File: config.mk
export PLATFORM = sky130hd
export DESIGN_NAME = data_shiftin_sync
export DESIGN_NICKNAME = d
export VERILOG_FILES = /design/src/rtl/data_shiftin_sync.sv
export SDC_FILE = /design/constraint.sdc
export NUM_CORES = 1
export LEC_CHECK = 0
export ABC_CLOCK_PERIOD_IN_PS = 2650
export BUFFER_PORTS_ARGS = -buffer_cell sky130_fd_sc_hd__buf_4
export CAP_MARGIN = 20
export CORE_MARGIN = 1
export CORE_UTILIZATION = 54
export DETAILED_ROUTE_END_ITERATION = 6
export PLACE_DENSITY = 0.76
export SETUP_SLACK_MARGIN = 0.3
export SLEW_MARGIN = 20
export SYNTH_ARGS = -nofsm -noshare
export SYNTH_HDL_FRONTEND = slang
export SYNTH_SLANG_ARGS = --single-unit
File: constraint.sdc
create_clock -name clk_i -period 2.65 [get_ports clk_i]
set_input_delay 0.3975 -clock clk_i [delete_from_list [all_inputs] [get_ports clk_i]]
set_output_delay 0.3975 -clock clk_i [all_outputs]
set_load 0.02 [all_outputs]
File: src/rtl/data_shiftin_sync.sv
// ---------------------------------------------------------------------------
// data_shiftin_sync
// Serial word loader. It oversamples a host-driven t_clk/t_data pair in the
// clk domain, shifts REGISTER_WIDTH bits MSB first into a shadow register,
// and commits complete frames atomically to a held output word.
// Optional feature macro: SHIFTIN_PARITY_EN. When it is defined, one trailing
// odd-parity bit follows the payload. A frame with bad parity is not committed.
// ---------------------------------------------------------------------------
module data_shiftin_sync #(
    parameter int REGISTER_WIDTH = 129,
    parameter int SYNC_STAGES    = 2,
    parameter int CNT_WIDTH      = 8
) (
    input  logic                      clk_i,
    input  logic                      rst_i,
    input  logic                      t_clk_i,
    input  logic                      t_data_i,
    input  logic                      enable_i,
    output logic [REGISTER_WIDTH-1:0] reg_in_data_o,
    output logic                      ready_o,
    output logic                      busy_o,
    output logic                      overflow_o,
    output logic                      parity_err_o,
    output logic [CNT_WIDTH-1:0]      bit_count_o
);

`ifdef SHIFTIN_PARITY_EN
    localparam int FRAME_LEN = REGISTER_WIDTH + 1;
    localparam logic [CNT_WIDTH-1:0] PAYLOAD_LEN_C = CNT_WIDTH'(REGISTER_WIDTH);
`else
    localparam int FRAME_LEN = REGISTER_WIDTH;
`endif
    localparam logic [CNT_WIDTH-1:0] FRAME_LEN_C = CNT_WIDTH'(FRAME_LEN);
    localparam logic [CNT_WIDTH-1:0] CNT_ONE_C   = CNT_WIDTH'(1);

    typedef enum logic [1:0] {
        ST_IDLE   = 2'd0,
        ST_SHIFT  = 2'd1,
        ST_COMMIT = 2'd2,
        ST_DONE   = 2'd3
    } state_t;

`ifdef SHIFTIN_PARITY_EN
    // Payload plus its trailing parity bit must have an odd number of ones.
    function automatic logic odd_parity_ok(input logic [REGISTER_WIDTH-1:0] payload,
                                           input logic                      pbit);
        odd_parity_ok = ^{payload, pbit};
    endfunction
`endif

    // Synchroniser chains; clock and data share depth so they stay aligned.
    logic [SYNC_STAGES-1:0] tclk_sync_q;
    logic [SYNC_STAGES-1:0] tdata_sync_q;
    logic [SYNC_STAGES-1:0] en_sync_q;
    logic                   tclk_prev_q;

    logic tclk_s;
    logic data_s;
    logic en_s;
    logic edge_s;
    logic frame_good_s;

    state_t                    state_q,      state_d;
    logic [REGISTER_WIDTH-1:0] shadow_q,     shadow_d;
    logic [REGISTER_WIDTH-1:0] reg_q,        reg_d;
    logic [CNT_WIDTH-1:0]      bit_count_q,  bit_count_d;
    logic                      ready_q,      ready_d;
    logic                      busy_q,       busy_d;
    logic                      overflow_q,   overflow_d;
`ifdef SHIFTIN_PARITY_EN
    logic                      parity_err_q, parity_err_d;
    logic                      parity_bit_q, parity_bit_d;
`endif

    assign tclk_s = tclk_sync_q[SYNC_STAGES-1];
    assign data_s = tdata_sync_q[SYNC_STAGES-1];
    assign en_s   = en_sync_q[SYNC_STAGES-1];
    assign edge_s = tclk_s & ~tclk_prev_q;

`ifdef SHIFTIN_PARITY_EN
    assign frame_good_s = odd_parity_ok(shadow_q, parity_bit_q);
`else
    assign frame_good_s = 1'b1;
`endif

    // Bring the asynchronous host signals into the clk domain.
    always_ff @(posedge clk_i) begin
        if (rst_i) begin
            tclk_sync_q  <= '0;
            tdata_sync_q <= '0;
            en_sync_q    <= '0;
            tclk_prev_q  <= 1'b0;
        end else begin
            tclk_sync_q  <= {tclk_sync_q[SYNC_STAGES-2:0], t_clk_i};
            tdata_sync_q <= {tdata_sync_q[SYNC_STAGES-2:0], t_data_i};
            en_sync_q    <= {en_sync_q[SYNC_STAGES-2:0], enable_i};
            tclk_prev_q  <= tclk_s;
        end
    end

    // Frame FSM next state and datapath; enable low wins over any edge.
    always_comb begin
        state_d      = state_q;
        shadow_d     = shadow_q;
        reg_d        = reg_q;
        bit_count_d  = bit_count_q;
        ready_d      = ready_q;
        busy_d       = busy_q;
        overflow_d   = overflow_q;
`ifdef SHIFTIN_PARITY_EN
        parity_err_d = parity_err_q;
        parity_bit_d = parity_bit_q;
`endif
        if (!en_s) begin
            state_d      = ST_IDLE;
            shadow_d     = '0;
            bit_count_d  = '0;
            ready_d      = 1'b0;
            busy_d       = 1'b0;
            overflow_d   = 1'b0;
`ifdef SHIFTIN_PARITY_EN
            parity_err_d = 1'b0;
            parity_bit_d = 1'b0;
`endif
        end else begin
            case (state_q)
                ST_IDLE: begin
                    state_d = ST_SHIFT;
                end
                ST_SHIFT: begin
                    if (edge_s) begin
`ifdef SHIFTIN_PARITY_EN
                        if (bit_count_q < PAYLOAD_LEN_C) begin
                            shadow_d = {shadow_q[REGISTER_WIDTH-2:0], data_s};
                        end else begin
                            parity_bit_d = data_s;
                        end
`else
                        shadow_d = {shadow_q[REGISTER_WIDTH-2:0], data_s};
`endif
                        if (bit_count_q < FRAME_LEN_C) begin
                            bit_count_d = bit_count_q + CNT_ONE_C;
                        end else begin
                            bit_count_d = bit_count_q;
                        end
                        if (bit_count_d == FRAME_LEN_C) begin
                            state_d = ST_COMMIT;
                            busy_d  = 1'b0;
                        end else begin
                            busy_d  = 1'b1;
                        end
                    end else begin
                        state_d = ST_SHIFT;
                    end
                end
                ST_COMMIT: begin
                    state_d = ST_DONE;
                    busy_d  = 1'b0;
                    if (frame_good_s) begin
                        reg_d   = shadow_q;
                        ready_d = 1'b1;
                    end else begin
                        ready_d = 1'b0;
`ifdef SHIFTIN_PARITY_EN
                        parity_err_d = 1'b1;
`endif
                    end
                    if (edge_s) begin
                        overflow_d = 1'b1;
                    end else begin
                        overflow_d = overflow_q;
                    end
                end
                ST_DONE: begin
                    if (edge_s) begin
                        overflow_d = 1'b1;
                    end else begin
                        overflow_d = overflow_q;
                    end
                end
                default: begin
                    state_d = ST_IDLE;
                end
            endcase
        end
    end

    // Frame state and output registers.
    always_ff @(posedge clk_i) begin
        if (rst_i) begin
            state_q      <= ST_IDLE;
            shadow_q     <= '0;
            reg_q        <= '0;
            bit_count_q  <= '0;
            ready_q      <= 1'b0;
            busy_q       <= 1'b0;
            overflow_q   <= 1'b0;
`ifdef SHIFTIN_PARITY_EN
            parity_err_q <= 1'b0;
            parity_bit_q <= 1'b0;
`endif
        end else begin
            state_q      <= state_d;
            shadow_q     <= shadow_d;
            reg_q        <= reg_d;
            bit_count_q  <= bit_count_d;
            ready_q      <= ready_d;
            busy_q       <= busy_d;
            overflow_q   <= overflow_d;
`ifdef SHIFTIN_PARITY_EN
            parity_err_q <= parity_err_d;
            parity_bit_q <= parity_bit_d;
`endif
        end
    end

    assign reg_in_data_o = reg_q;
    assign ready_o       = ready_q;
    assign busy_o        = busy_q;
    assign overflow_o    = overflow_q;
    assign bit_count_o   = bit_count_q;
`ifdef SHIFTIN_PARITY_EN
    assign parity_err_o  = parity_err_q;
`else
    assign parity_err_o  = 1'b0;
`endif

endmodule

==> impl_results.html <==
<table>
<tr><th>Metric</th><th>Value</th></tr>
<tr><th colspan="2">Setup path</th></tr>
<tr><td>Nature of the critical path startpoint</td><td>register</td></tr>
<tr><td>CP Class</td><td>register to register</td></tr>
<tr><td>Worst EP arrival</td><td>2.53 ns</td></tr>
<tr><td>Worst EP required</td><td>3.08 ns</td></tr>
<tr><td>Capturing element type of the critical path</td><td>register</td></tr>
<tr><td>CP Max Fanout</td><td>8</td></tr>
<tr><th colspan="2">Logic synthesis</th></tr>
<tr><td>Syn_area_per_cell</td><td>7.90 um^2</td></tr>
<tr><td>Number of synthesized flops with an enable pin</td><td>0</td></tr>
<tr><td>Area of the mapped netlist</td><td>9690 um^2</td></tr>
<tr><td>Number of distinct library cell variants in the gate-level netlist after synthesis</td><td>38</td></tr>
<tr><td>Fraction of synthesis flops using an asynchronous set or reset pin</td><td>0%</td></tr>
<tr><td>Sequential share of the synthesized area</td><td>57.5%</td></tr>
<tr><td>Primary FF master, synth</td><td>sky130_fd_sc_hd__dfxtp_1</td></tr>
<tr><td>Synthesized instance count</td><td>1,226</td></tr>
<tr><td>Number of synthesis warnings</td><td>0</td></tr>
<tr><td>Post-Syn Nets</td><td>1,236</td></tr>
<tr><td>Register bit total from synthesis</td><td>278</td></tr>
<tr><th colspan="2">STA</th></tr>
<tr><td>Fmax</td><td>474 MHz</td></tr>
<tr><td>Setup-failing EPs final</td><td>0</td></tr>
<tr><td>Hold Worst Slack</td><td>0.0897 ns</td></tr>
<tr><td>Measured slew at the worst slew-check pin</td><td>0.690 ns</td></tr>
<tr><td>Setup repair after global routing missed its margin</td><td>false</td></tr>
<tr><td>Final setup skew</td><td>0.00691 ns</td></tr>
<tr><td>Period minus WS final</td><td>2.11 ns</td></tr>
<tr><td>Final hold violation count</td><td>0</td></tr>
<tr><td>Worst slew margin relative to its limit</td><td>54.0%</td></tr>
<tr><td>Crit share post-route</td><td>79.5%</td></tr>
<tr><td>Pins Over Slew Limit</td><td>0</td></tr>
<tr><td>Setup total negative slack</td><td>0 ns</td></tr>
<tr><th colspan="2">Power and ir drop</th></tr>
<tr><td>Cell-internal power</td><td>6.62 mW</td></tr>
<tr><td>Net switching share of the total power</td><td>19.3%</td></tr>
<tr><td>Clock Power Share</td><td>48.0%</td></tr>
<tr><td>Total power</td><td>8.21 mW</td></tr>
<tr><td>Power per Cell Area</td><td>693 nW/um^2</td></tr>
<tr><td>Peak supply drop</td><td>0.425 mV</td></tr>
<tr><td>Relative contribution of combinational cells to total power</td><td>1.0%</td></tr>
<tr><td>Static leakage</td><td>4.10 nW</td></tr>
<tr><td>Net switching power of the design</td><td>1.59 mW</td></tr>
<tr><td>Fraction of power consumed by sequential logic</td><td>51.0%</td></tr>
<tr><th colspan="2">Drt</th></tr>
<tr><td>Via total after detailed routing</td><td>8,225</td></tr>
<tr><td>Via density</td><td>5.25</td></tr>
<tr><td>Count of unresolved DRC violations after routing</td><td>0</td></tr>
<tr><td>Average wire per cell in the routed design</td><td>13.5 um</td></tr>
<tr><td>Length of the first detailed-routing pass in iterations</td><td>5</td></tr>
<tr><td>Post-detailed-routing wire length</td><td>21,200 um</td></tr>
<tr><td>Initial DRC Count</td><td>608</td></tr>
<tr><td>Antenna-violating nets left</td><td>0</td></tr>
<tr><th colspan="2">Placed design</th></tr>
<tr><td>Total half-perimeter wirelength after legalization and detailed placement</td><td>12,600 um</td></tr>
<tr><td>Post-DP Area</td><td>10,900 um^2</td></tr>
<tr><td>Gpl congestion</td><td>0.794</td></tr>
<tr><td>Number of buffers added on ports</td><td>144</td></tr>
<tr><th colspan="2">Die</th></tr>
<tr><td>Total die area</td><td>18,500 um^2</td></tr>
<tr><td>Die Span X</td><td>136 um</td></tr>
<tr><td>Floorplan core area</td><td>17,400 um^2</td></tr>
<tr><td>Initial cell density of the core</td><td>55.6%</td></tr>
<tr><td>Boundary pin count</td><td>146</td></tr>
<tr><td>Vert. Die Dim</td><td>136 um</td></tr>
<tr><td>Total number of placement rows</td><td>48</td></tr>
<tr><th colspan="2">Final layout</th></tr>
<tr><td>Layout cell share with drive strength beyond 1</td><td>15.7%</td></tr>
<tr><td>FILL cells</td><td>1,458</td></tr>
<tr><td>Synth-to-Final Area Change</td><td>22.2%</td></tr>
<tr><td>Finished Cell Area</td><td>11,800 um^2</td></tr>
<tr><td>Diodes inserted</td><td>0</td></tr>
<tr><td>Multi-input logic area</td><td>3770 um^2</td></tr>
<tr><td>Nets@finish</td><td>1,336</td></tr>
<tr><td>Register area</td><td>5570 um^2</td></tr>
<tr><td>Highest-count cells in the layout ignoring fill and taps</td><td>sky130_fd_sc_hd__nand2_1, sky130_fd_sc_hd__dfxtp_1, sky130_fd_sc_hd__a21oi_1</td></tr>
<tr><td>Most frequent standard cell in the layout excluding fill and tap cells</td><td>sky130_fd_sc_hd__nand2_1</td></tr>
<tr><td>Final core occ</td><td>68.0%</td></tr>
<tr><th colspan="2">Flow run</th></tr>
<tr><td>Max_cap viols</td><td>0</td></tr>
<tr><th colspan="2">Global route</th></tr>
<tr><td>Global-route wire length before repair</td><td>34,300 um</td></tr>
<tr><td>Largest net degree at the start of global routing</td><td>120</td></tr>
<tr><td>GRT Overall Usage</td><td>22.4%</td></tr>
<tr><td>Number of antenna violations at the first check in global routing</td><td>0</td></tr>
<tr><td>Number of global-route vias before repair</td><td>7,390</td></tr>
<tr><td>Grt total ovfl</td><td>0</td></tr>
<tr><th colspan="2">CTS</th></tr>
<tr><td>Clock slew seen by the registers of the worst setup and hold paths</td><td>0.06 ns</td></tr>
<tr><td>CTS buffer count</td><td>27</td></tr>
<tr><td>Maximum level of the CTS H-tree</td><td>1</td></tr>
<tr><td>Insertion delay to the later sink of the worst-skew pair</td><td>0.52 ns</td></tr>
<tr><td>Number of buffers between clock root and the deepest sink</td><td>3</td></tr>
<tr><td>Cell at the root of the clock tree</td><td>sky130_fd_sc_hd__clkbuf_16</td></tr>
<tr><td>CTS sink count</td><td>278</td></tr>
<tr><td>Clock tree from TritonCTS</td><td>yes</td></tr>
<tr><th colspan="2">Worst hold path</th></tr>
<tr><td>Hold WC Path Type</td><td>primary input to register</td></tr>
<tr><th colspan="2">Status</th></tr>
<tr><td>Result of the run</td><td>complete, no violations</td></tr>
</table>
==> worst paths after layout <==
path                            cells past startpoint  slack [ns]      endpoint            start
worst max register to register                      7        0.54    state_q[0]   bit_count_o[1]
worst min-delay path                                2        0.09  en_sync_q[0]         enable_i
worst max-delay path                                7        0.54    state_q[0]   bit_count_o[1]
worst min register to register                      2        0.44   shadow_q[0]  tdata_sync_q[1]
==> what timing repair did <==
action | in CTS | in global routing
resized for setup | 0 | 3
setup buffers | 0 | 0
setup endpoints to repair | 0 | 4
endpoints found under the hold margin | 0 | 0
hold buffers | 0 | 0
==> state kept, by name, summed over array words and instances, names as in the netlist <==
signal and cells:
tclk_prev_q 1, overflow_o 1, bit_count_o 8, reg_in_data_o 129, state_q 2, ready_o 1
busy_o 1, tclk_sync_q 2, en_sync_q 2, shadow_q 129, tdata_sync_q 2
==> cell usage after synthesis, types with 3 or more instances <==
cell type                  number  share of area, %
sky130_fd_sc_hd__a211oi_1       3              0.23
sky130_fd_sc_hd__a21oi_1      262                14
sky130_fd_sc_hd__clkbuf_1      84               3.3
sky130_fd_sc_hd__dfxtp_1      278                57
sky130_fd_sc_hd__ha_1           5              0.65
sky130_fd_sc_hd__inv_1          6              0.23
sky130_fd_sc_hd__nand2_1      520                20
sky130_fd_sc_hd__nand3b_1       3              0.23
sky130_fd_sc_hd__nor2_1        17              0.66
sky130_fd_sc_hd__nor2b_1        8              0.52
sky130_fd_sc_hd__nor3_1         3              0.15
sky130_fd_sc_hd__xnor2_1        4              0.36
==> cell families after synthesis <==
| kind of cell | Yosys count | share of synthesized area [%] |
|---|---|---|
| AND/OR/NAND/NOR | 564 | 22.7 |
| adder cells (fa/ha/maj) | 5 | 0.646 |
| multiplexers | 1 | 0.103 |
| XOR/XNOR | 5 | 0.452 |
| flip-flops | 278 | 57.5 |
| other | 1 | 0.0387 |
| buffers and inverters | 95 | 3.90 |
| AO/OA/AOI/OAI | 277 | 14.7 |
==> power by group through the flow <==
stage | Clock, mW | Combinational (mW) | Sequential, mW
floorplan | 0 | 0.0576 | 4.28
global placement | 0 | 0.0785 | 4.28
detailed placement | 0 | 0.0789 | 4.28
CTS | 4.02 | 0.0791 | 4.19
global route | 4.16 | 0.0860 | 4.18
finish | 3.94 | 0.0780 | 4.19
==> per-stage QoR <==
stage | instances | setup slack, ns
after CTS | 1568 | 0.410
after global routing | 1568 | 0.383
after detailed placement | 1522 | 0.441
after floorplan | 1226 | 0.593
after global placement | 1522 | 0.620
final | 1568 | 0.542
==> per-layer routing <==
layer	part of all wire [%]	vias up	GRT usage, %
li1	-	4148	-
met1	46	3862	29.2
met2	48	192	38.3
met3	5.2	23	3.73
met4	1.3	0	6.05
met5	0	-	0
==> layout make-up <==
type / instances / area share (%)
multi-input combinational: 853 / 31.9
clock inverter: 7 / 0.930
clock buffer: 39 / 6.93
sequential: 278 / 47.0
inverter: 6 / 0.190
timing repair buffer: 160 / 10.7
tap: 225 / 2.38
==> worst max-delay path: stages, from the launching register on <==
cell	delay, ns
sky130_fd_sc_hd__dfxtp_1	0.45
sky130_fd_sc_hd__inv_1	0.07
sky130_fd_sc_hd__ha_1	0.18
sky130_fd_sc_hd__nor4b_2	0.18
sky130_fd_sc_hd__a2111oi_1	0.45
sky130_fd_sc_hd__o22ai_1	0.25
sky130_fd_sc_hd__a21o_1	0.23
sky130_fd_sc_hd__a211oi_1	0.20
No activity file was read; power rests on OpenSTA's default activity.
